### config.mk
export PLATFORM = sky130hd
export DESIGN_NAME = hdu_scoreboard
export DESIGN_NICKNAME = d
export VERILOG_FILES = /design/src/rtl/hdu_scoreboard.sv
export SDC_FILE = /design/constraint.sdc
export NUM_CORES = 1
export LEC_CHECK = 0
export BUFFER_PORTS_ARGS = -buffer_cell sky130_fd_sc_hd__buf_4
export CORE_MARGIN = 3
export CORE_UTILIZATION = 45
export CTS_BUF_LIST = sky130_fd_sc_hd__clkbuf_8
export CTS_CLUSTER_DIAMETER = 80
export DETAILED_ROUTE_END_ITERATION = 8
export PLACE_DENSITY = 0.66
export SETUP_SLACK_MARGIN = 0.2
export SLEW_MARGIN = 0
export SYNTH_ARGS = -nofsm -noshare
export SYNTH_HDL_FRONTEND = slang
export SYNTH_SLANG_ARGS = --single-unit
### constraint.sdc
create_clock -name clk -period 5 [get_ports clk]
set_input_delay 1.25 -clock clk [delete_from_list [all_inputs] [get_ports clk]]
set_output_delay 1.25 -clock clk [all_outputs]
set_load 0.02 [all_outputs]
### src/rtl/hdu_scoreboard.sv
// Long-instruction scoreboard: tracks in-flight destination registers, flags RAW/WAW/full stalls.
// Optional per-entry watchdog is enabled by defining HDU_TIMEOUT_EN.
module hdu_scoreboard #(
   parameter int DEPTH          = 8,
   parameter int ID_W           = $clog2(DEPTH),
   parameter int NUM_COMMIT     = 2,
   parameter int REG_ADDR_W     = 5,
   parameter int TIMEOUT_CYCLES = 1024
) (
   input  logic                       clk,
   input  logic                       rst_n,
   input  logic                       inst_valid_i,
   input  logic [REG_ADDR_W-1:0]      rd_addr_i,
   input  logic [REG_ADDR_W-1:0]      rs1_addr_i,
   input  logic [REG_ADDR_W-1:0]      rs2_addr_i,
   input  logic                       rd_we_i,
   input  logic [NUM_COMMIT-1:0]      commit_valid_i,
   input  logic [NUM_COMMIT*ID_W-1:0] commit_id_i,
   input  logic                       flush_i,
   output logic                       stall_o,
   output logic                       alloc_valid_o,
   output logic [ID_W-1:0]            alloc_id_o,
   output logic                       busy_o,
   output logic [ID_W:0]              occupancy_o,
   output logic                       timeout_o,
   output logic [ID_W-1:0]            timeout_id_o
);

   function automatic logic [ID_W:0] popcount(input logic [DEPTH-1:0] v);
      logic [ID_W:0] cnt;
      cnt = '0;
      for (int i = 0; i < DEPTH; i++) cnt = cnt + (ID_W+1)'(v[i]);
      return cnt;
   endfunction

   logic [DEPTH-1:0]      valid_r;
   logic [DEPTH-1:0]      rd_we_r;
   logic [REG_ADDR_W-1:0] rd_addr_r [DEPTH];
   logic [ID_W:0]         occupancy_r;
   logic                  busy_r;

   logic [DEPTH-1:0]      committing_s;
   logic [DEPTH-1:0]      live_s;
   logic [DEPTH-1:0]      valid_nxt_s;
   logic [ID_W-1:0]       free_id_s;
   logic                  raw_s;
   logic                  waw_s;
   logic                  full_s;
   logic                  stall_s;
   logic                  alloc_s;
   logic                  new_we_s;

   // Hazard, free-slot search and next-valid computation
   always_comb begin
      committing_s = '0;
      raw_s        = 1'b0;
      waw_s        = 1'b0;
      free_id_s    = '0;
      new_we_s     = rd_we_i && (rd_addr_i != '0);
      for (int i = 0; i < DEPTH; i++) begin
         for (int k = 0; k < NUM_COMMIT; k++) begin
            committing_s[i] = committing_s[i] |
               (commit_valid_i[k] && (commit_id_i[k*ID_W +: ID_W] == ID_W'(i)));
         end
      end
      live_s = valid_r & ~committing_s;
      for (int i = 0; i < DEPTH; i++) begin
         raw_s = raw_s | (live_s[i] && rd_we_r[i] &&
                 (((rd_addr_r[i] == rs1_addr_i) && (rs1_addr_i != '0)) ||
                  ((rd_addr_r[i] == rs2_addr_i) && (rs2_addr_i != '0))));
         waw_s = waw_s | (new_we_s && live_s[i] && rd_we_r[i] && (rd_addr_r[i] == rd_addr_i));
      end
      // Descending scan leaves the lowest non-live index
      for (int i = DEPTH-1; i >= 0; i--) begin
         if (!live_s[i]) free_id_s = ID_W'(i);
         else            free_id_s = free_id_s;
      end
      full_s  = &live_s;
      stall_s = inst_valid_i && !flush_i && (raw_s || waw_s || full_s);
      alloc_s = inst_valid_i && !flush_i && !stall_s;
      if (flush_i) valid_nxt_s = '0;
      else if (alloc_s) valid_nxt_s = live_s | (DEPTH'(1) << free_id_s);
      else valid_nxt_s = live_s;
   end

   assign stall_o       = stall_s;
   assign alloc_valid_o = alloc_s;
   assign alloc_id_o    = alloc_s ? free_id_s : '0;
   assign busy_o        = busy_r;
   assign occupancy_o   = occupancy_r;

   // Entry table and registered status
   always_ff @(posedge clk or negedge rst_n) begin
      if (!rst_n) begin
         valid_r     <= '0;
         rd_we_r     <= '0;
         occupancy_r <= '0;
         busy_r      <= 1'b0;
         for (int i = 0; i < DEPTH; i++) rd_addr_r[i] <= '0;
      end else begin
         valid_r     <= valid_nxt_s;
         occupancy_r <= popcount(valid_nxt_s);
         busy_r      <= |valid_nxt_s;
         if (alloc_s) begin
            rd_we_r[free_id_s]   <= new_we_s;
            rd_addr_r[free_id_s] <= rd_addr_i;
         end
      end
   end

`ifdef HDU_TIMEOUT_EN
   localparam int AGE_W = $clog2(TIMEOUT_CYCLES + 1);
   localparam logic [AGE_W-1:0] AGE_MAX = AGE_W'(TIMEOUT_CYCLES);

   logic [AGE_W-1:0] age_r     [DEPTH];
   logic [AGE_W-1:0] age_nxt_s [DEPTH];
   logic [DEPTH-1:0] pending_r;
   logic [DEPTH-1:0] pending_nxt_s;
   logic             rep_valid_s;
   logic [ID_W-1:0]  rep_id_s;
   logic             timeout_r;
   logic [ID_W-1:0]  timeout_id_r;

   // Age counters, sticky pending flags and lowest-pending selection
   always_comb begin
      rep_valid_s = |pending_r;
      rep_id_s    = '0;
      for (int i = DEPTH-1; i >= 0; i--) begin
         if (pending_r[i]) rep_id_s = ID_W'(i);
         else              rep_id_s = rep_id_s;
      end
      for (int i = 0; i < DEPTH; i++) begin
         if (flush_i || committing_s[i] || (alloc_s && (free_id_s == ID_W'(i)))) begin
            age_nxt_s[i]     = '0;
            pending_nxt_s[i] = 1'b0;
         end else if (valid_r[i]) begin
            age_nxt_s[i]     = (age_r[i] == AGE_MAX) ? age_r[i] : age_r[i] + AGE_W'(1);
            pending_nxt_s[i] = pending_r[i] | (age_r[i] == (AGE_MAX - AGE_W'(1)));
         end else begin
            age_nxt_s[i]     = '0;
            pending_nxt_s[i] = 1'b0;
         end
      end
      if (rep_valid_s) pending_nxt_s[rep_id_s] = 1'b0;
      else             pending_nxt_s = pending_nxt_s;
   end

   // Watchdog state and one-cycle report pulse
   always_ff @(posedge clk or negedge rst_n) begin
      if (!rst_n) begin
         pending_r    <= '0;
         timeout_r    <= 1'b0;
         timeout_id_r <= '0;
         for (int i = 0; i < DEPTH; i++) age_r[i] <= '0;
      end else begin
         pending_r    <= pending_nxt_s;
         timeout_r    <= rep_valid_s;
         timeout_id_r <= rep_id_s;
         for (int i = 0; i < DEPTH; i++) age_r[i] <= age_nxt_s[i];
      end
   end

   assign timeout_o    = timeout_r;
   assign timeout_id_o = timeout_id_r;
`else
   assign timeout_o    = 1'b0;
   assign timeout_id_o = '0;
`endif

endmodule
==> run_summary.xml <==
<?xml version="1.0" encoding="UTF-8"?>
<metrics>
  <group name="run_status">
    <metric name="outcome" unit="">finished, violations left</metric>
    <metric name="failed_checks" unit="">setup timing</metric>
  </group>
  <group name="sta">
    <metric name="timing.fmax" unit="MHz">187</metric>
    <metric name="setup-violations-final" unit="">4</metric>
    <metric name="worst_pin_slew" unit="ns">0.808</metric>
    <metric name="rsz0062_at_grt" unit="">yes</metric>
    <metric name="fin_crit" unit="ns">5.34</metric>
    <metric name="timing.final.crit_share" unit="%">107</metric>
    <metric name="slew_headroom" unit="%">46.1</metric>
    <metric name="timing_hold_violations_final" unit="">0</metric>
    <metric name="timing_max_transition_violations_final" unit="">0</metric>
    <metric name="finClkSkew" unit="ns">0.0107</metric>
    <metric name="setup_slack" unit="ns">-0.342</metric>
  </group>
  <group name="setup_path">
    <metric name="critical_path_class" unit="">input pin to flop</metric>
    <metric name="rr_startpoint" unit="">rd_addr_r[11]</metric>
    <metric name="setup.worst_path.end_class" unit="">flop</metric>
    <metric name="timing.critical_path.required" unit="ns">5.26</metric>
    <metric name="cp-start-kind" unit="">input pin</metric>
    <metric name="critical_path.max_fanout" unit="">3</metric>
    <metric name="r2r-end" unit="">occupancy_o[2]</metric>
    <metric name="cp.arrival" unit="ns">5.61</metric>
    <metric name="timing.reg2reg.worst_path_depth" unit="">16</metric>
    <metric name="rrSetupSlack" unit="ns">0.39</metric>
  </group>
  <group name="power_and_ir_drop">
    <metric name="leakage" unit="nW">2.72</metric>
    <metric name="power.ir.vdd_worst" unit="mV">0.179</metric>
    <metric name="power.total" unit="mW">1.45</metric>
    <metric name="powerDensity" unit="mW/mm^2">243</metric>
  </group>
  <group name="clocking">
    <metric name="cts_tree" unit="">yes</metric>
    <metric name="clockRootBuffer" unit="">sky130_fd_sc_hd__clkbuf_8</metric>
    <metric name="cts.path.max_buffers" unit="">2</metric>
    <metric name="insertion_delay" unit="ns">0.37</metric>
    <metric name="numClockSinks" unit="">61</metric>
    <metric name="cts_hold_repair.buffers" unit="">0</metric>
    <metric name="clk_pin_slew_worst_paths" unit="ns">0.08</metric>
    <metric name="htree_levels" unit="">3</metric>
    <metric name="cts_inserted_buffers" unit="">9</metric>
  </group>
  <group name="floorplan">
    <metric name="starting_density_of_the_core" unit="%">47.0</metric>
    <metric name="dieArea" unit="mm^2">0.0116</metric>
    <metric name="core.rowCount" unit="">36</metric>
    <metric name="fp.dieH" unit="um">108</metric>
    <metric name="ios" unit="">42</metric>
    <metric name="core_area" unit="mm^2">0.00991</metric>
    <metric name="die_width" unit="um">108</metric>
  </group>
  <group name="drt">
    <metric name="routed_len_inst" unit="um">18.7</metric>
    <metric name="remaining_drc_errors" unit="">0</metric>
    <metric name="detail_route.first_pass.iterations" unit="">4</metric>
    <metric name="vias_per_instance" unit="">5.46</metric>
    <metric name="vias" unit="">3786</metric>
    <metric name="drt_first_iter_violations" unit="">169</metric>
    <metric name="drtAntennaViolNets" unit="">0</metric>
    <metric name="routed_wire_length" unit="mm">13.0</metric>
  </group>
  <group name="min_path">
    <metric name="endpoint_of_the_worst_hold_timing_path" unit="">rd_we_r[2]</metric>
    <metric name="timing.hold.worst_path_depth" unit="">1</metric>
    <metric name="holdCritPathClass" unit="">flop to flop</metric>
    <metric name="min_from" unit="">rd_we_r[2]</metric>
  </group>
  <group name="synthesis">
    <metric name="post_synth_edffs" unit="">0</metric>
    <metric name="yosysWarnings" unit="">0</metric>
    <metric name="dominantRegCellSynth" unit="">sky130_fd_sc_hd__dfrtp_1</metric>
    <metric name="async_reset_ff_share" unit="%">100</metric>
    <metric name="ys_seq_area_share" unit="%">32.8</metric>
    <metric name="netlist_area" unit="mm^2">0.00466</metric>
    <metric name="syn-mean-instance-area" unit="um^2">10.5</metric>
    <metric name="synthCells" unit="">445</metric>
    <metric name="ys_types" unit="">53</metric>
    <metric name="yosys_register_bits" unit="">61</metric>
  </group>
  <group name="global_routing">
    <metric name="antenna_found_initial" unit="">0</metric>
    <metric name="grt_first_pass_wirelength" unit="mm">20.9</metric>
    <metric name="grt_max_degree" unit="">62</metric>
    <metric name="grt_pass1_vias" unit="">4027</metric>
    <metric name="grt.total_usage" unit="%">23.8</metric>
    <metric name="grt_overflow_total" unit="">0</metric>
  </group>
  <group name="finish">
    <metric name="num_antenna_cells" unit="">0</metric>
    <metric name="finish.net_count" unit="">592</metric>
    <metric name="area_growth" unit="%">28.0</metric>
    <metric name="layout-drive-gt1-share" unit="%">37.1</metric>
  </group>
  <group name="place">
    <metric name="worst_case_setup_slack_after_placement" unit="ns">-0.815</metric>
    <metric name="finalWeightedCongestion" unit="">0.974</metric>
    <metric name="place.port_buffers" unit="">37</metric>
    <metric name="detailed_place_hpwl" unit="mm">9.88</metric>
  </group>
  <group name="job">
    <metric name="max-cap-violations" unit="">0</metric>
  </group>
</metrics>
[layout by cell type (no fill, tap or decap), types with 6 or more instances in the layout]
master,synthesis,final
sky130_fd_sc_hd__nor2_1,11,9
sky130_fd_sc_hd__mux2_2,24,24
sky130_fd_sc_hd__mux2_1,18,18
sky130_fd_sc_hd__nand3_1,9,9
sky130_fd_sc_hd__xnor2_1,51,51
sky130_fd_sc_hd__buf_4,4,114
sky130_fd_sc_hd__dfrtp_1,61,61
sky130_fd_sc_hd__buf_6,1,8
sky130_fd_sc_hd__nand4_1,23,23
sky130_fd_sc_hd__clkbuf_8,0,9
sky130_fd_sc_hd__nor3_1,21,21
sky130_fd_sc_hd__nand2_1,14,14
sky130_fd_sc_hd__inv_1,15,12
sky130_fd_sc_hd__mux2_4,6,6
sky130_fd_sc_hd__a21oi_1,9,8
sky130_fd_sc_hd__xor2_1,70,70
[where the power goes]
group / internal (mW) / leakage [nW] / switching, mW
Clock: 0.185 / 0.0864 / 0.229
Combinational: 0.214 / 1.82 / 0.197
Sequential: 0.549 / 0.814 / 0.0769
[routing by layer]
metal	up-vias	track usage, %	wire (um)
met5	-	0	0
met4	0	8.30	210
met3	20	7.50	721
met2	82	38.5	6430
met1	1903	29.9	5610
li1	1781	-	-
[cell usage after synthesis (all sizes together), types with 5 or more instances]
master | count | share of area [%]
xor2 | 70 | 13
xnor2 | 51 | 9.6
nand4 | 23 | 3.1
a21oi | 9 | 0.97
nor2 | 11 | 0.89
nand2 | 14 | 1.1
nor3 | 24 | 3.3
o21ba | 6 | 1.3
nand3b | 5 | 0.81
o221ai | 5 | 1.5
buf | 22 | 2.7
mux2 | 48 | 12
o21ai | 5 | 0.54
dfrtp | 61 | 33
nand3 | 9 | 0.97
inv | 15 | 1.2
clkbuf | 7 | 0.56
nor4 | 11 | 2.8
[critical path: stages]
cell,delay (ns)
sky130_fd_sc_hd__buf_6,0.09
sky130_fd_sc_hd__or3b_4,0.42
sky130_fd_sc_hd__o221ai_4,0.21
sky130_fd_sc_hd__nor4_2,0.08
sky130_fd_sc_hd__or4_1,0.50
sky130_fd_sc_hd__o31a_1,0.29
sky130_fd_sc_hd__or3b_4,0.43
sky130_fd_sc_hd__o22ai_4,0.14
sky130_fd_sc_hd__fa_1,0.47
sky130_fd_sc_hd__inv_1,0.09
sky130_fd_sc_hd__fa_1,0.43
sky130_fd_sc_hd__fa_1,0.46
sky130_fd_sc_hd__inv_2,0.08
sky130_fd_sc_hd__ha_4,0.13
sky130_fd_sc_hd__inv_2,0.03
sky130_fd_sc_hd__fa_1,0.37
sky130_fd_sc_hd__xnor2_1,0.13
[worst max path at each step]
| stage | slack, ns | depth (start not counted) | startpoint | endpoint |
|---|---|---|---|---|
| 4_1_cts | -0.31 | 18 | commit_id_i[2] | occupancy_o[2] |
| 2_1_floorplan | -0.75 | 18 | commit_id_i[4] | occupancy_o[2] |
| 5_1_grt | -0.45 | 18 | commit_id_i[2] | occupancy_o[1] |
| 3_3_place_gp | -0.74 | 17 | commit_id_i[2] | occupancy_o[1] |
| 6_report | -0.34 | 17 | commit_id_i[4] | occupancy_o[2] |
| 3_5_place_dp | -0.81 | 17 | commit_id_i[2] | occupancy_o[2] |
[layout make-up]
class,count,area [um^2]
multi-input combinational,343,3020
inverter,15,56.3
clock inverter,7,58.8
clock buffer,9,124
sequential,61,1530
timing repair buffer,126,1020
fill,844,3950
tap,133,166
[registers in the layout, summed over array words and instances (netlist names)]
signal	count
busy_o	1
occupancy_o	4
rd_addr_r	40
rd_we_r	8
valid_r	8
[per-stage QoR]
| stage | utilization, % | cells | instance area (um^2) | setup TNS [ns] | hold slack (ns) |
|---|---|---|---|---|---|
| 2_1_floorplan | - | 448 | 4720 | -2.32 | 0.458 |
| 3_3_place_gp | 56.9 | 672 | 5640 | -2.35 | 0.469 |
| 3_5_place_dp | 56.9 | 672 | 5640 | -2.62 | 0.476 |
| 4_1_cts | 60.1 | 693 | 5960 | -0.720 | 0.495 |
| 5_1_grt | 60.2 | 694 | 5960 | -1.33 | 0.519 |
| 6_report | 60.2 | 694 | 5960 | -0.943 | 0.493 |
[repair_timing]
item / in CTS / in global routing
cloned: 0 / 0
resized for setup: 25 / 0
pin swaps: 4 / 2
setup buffers: 5 / 1
endpoints found under the setup margin: 8 / 9
[cells by family after synthesis]
kind of cell / Yosys count / synth area share (%)
compound gates: 49 / 9.35
simple gates: 113 / 15.7
xor+xnor: 121 / 22.8
buf+inv: 44 / 4.49
fa+ha+maj: 8 / 2.79
other cells: 1 / 0.0805
flops: 61 / 32.8
mux: 48 / 12.1
Note: power is estimated with default switching activity, not from simulation.
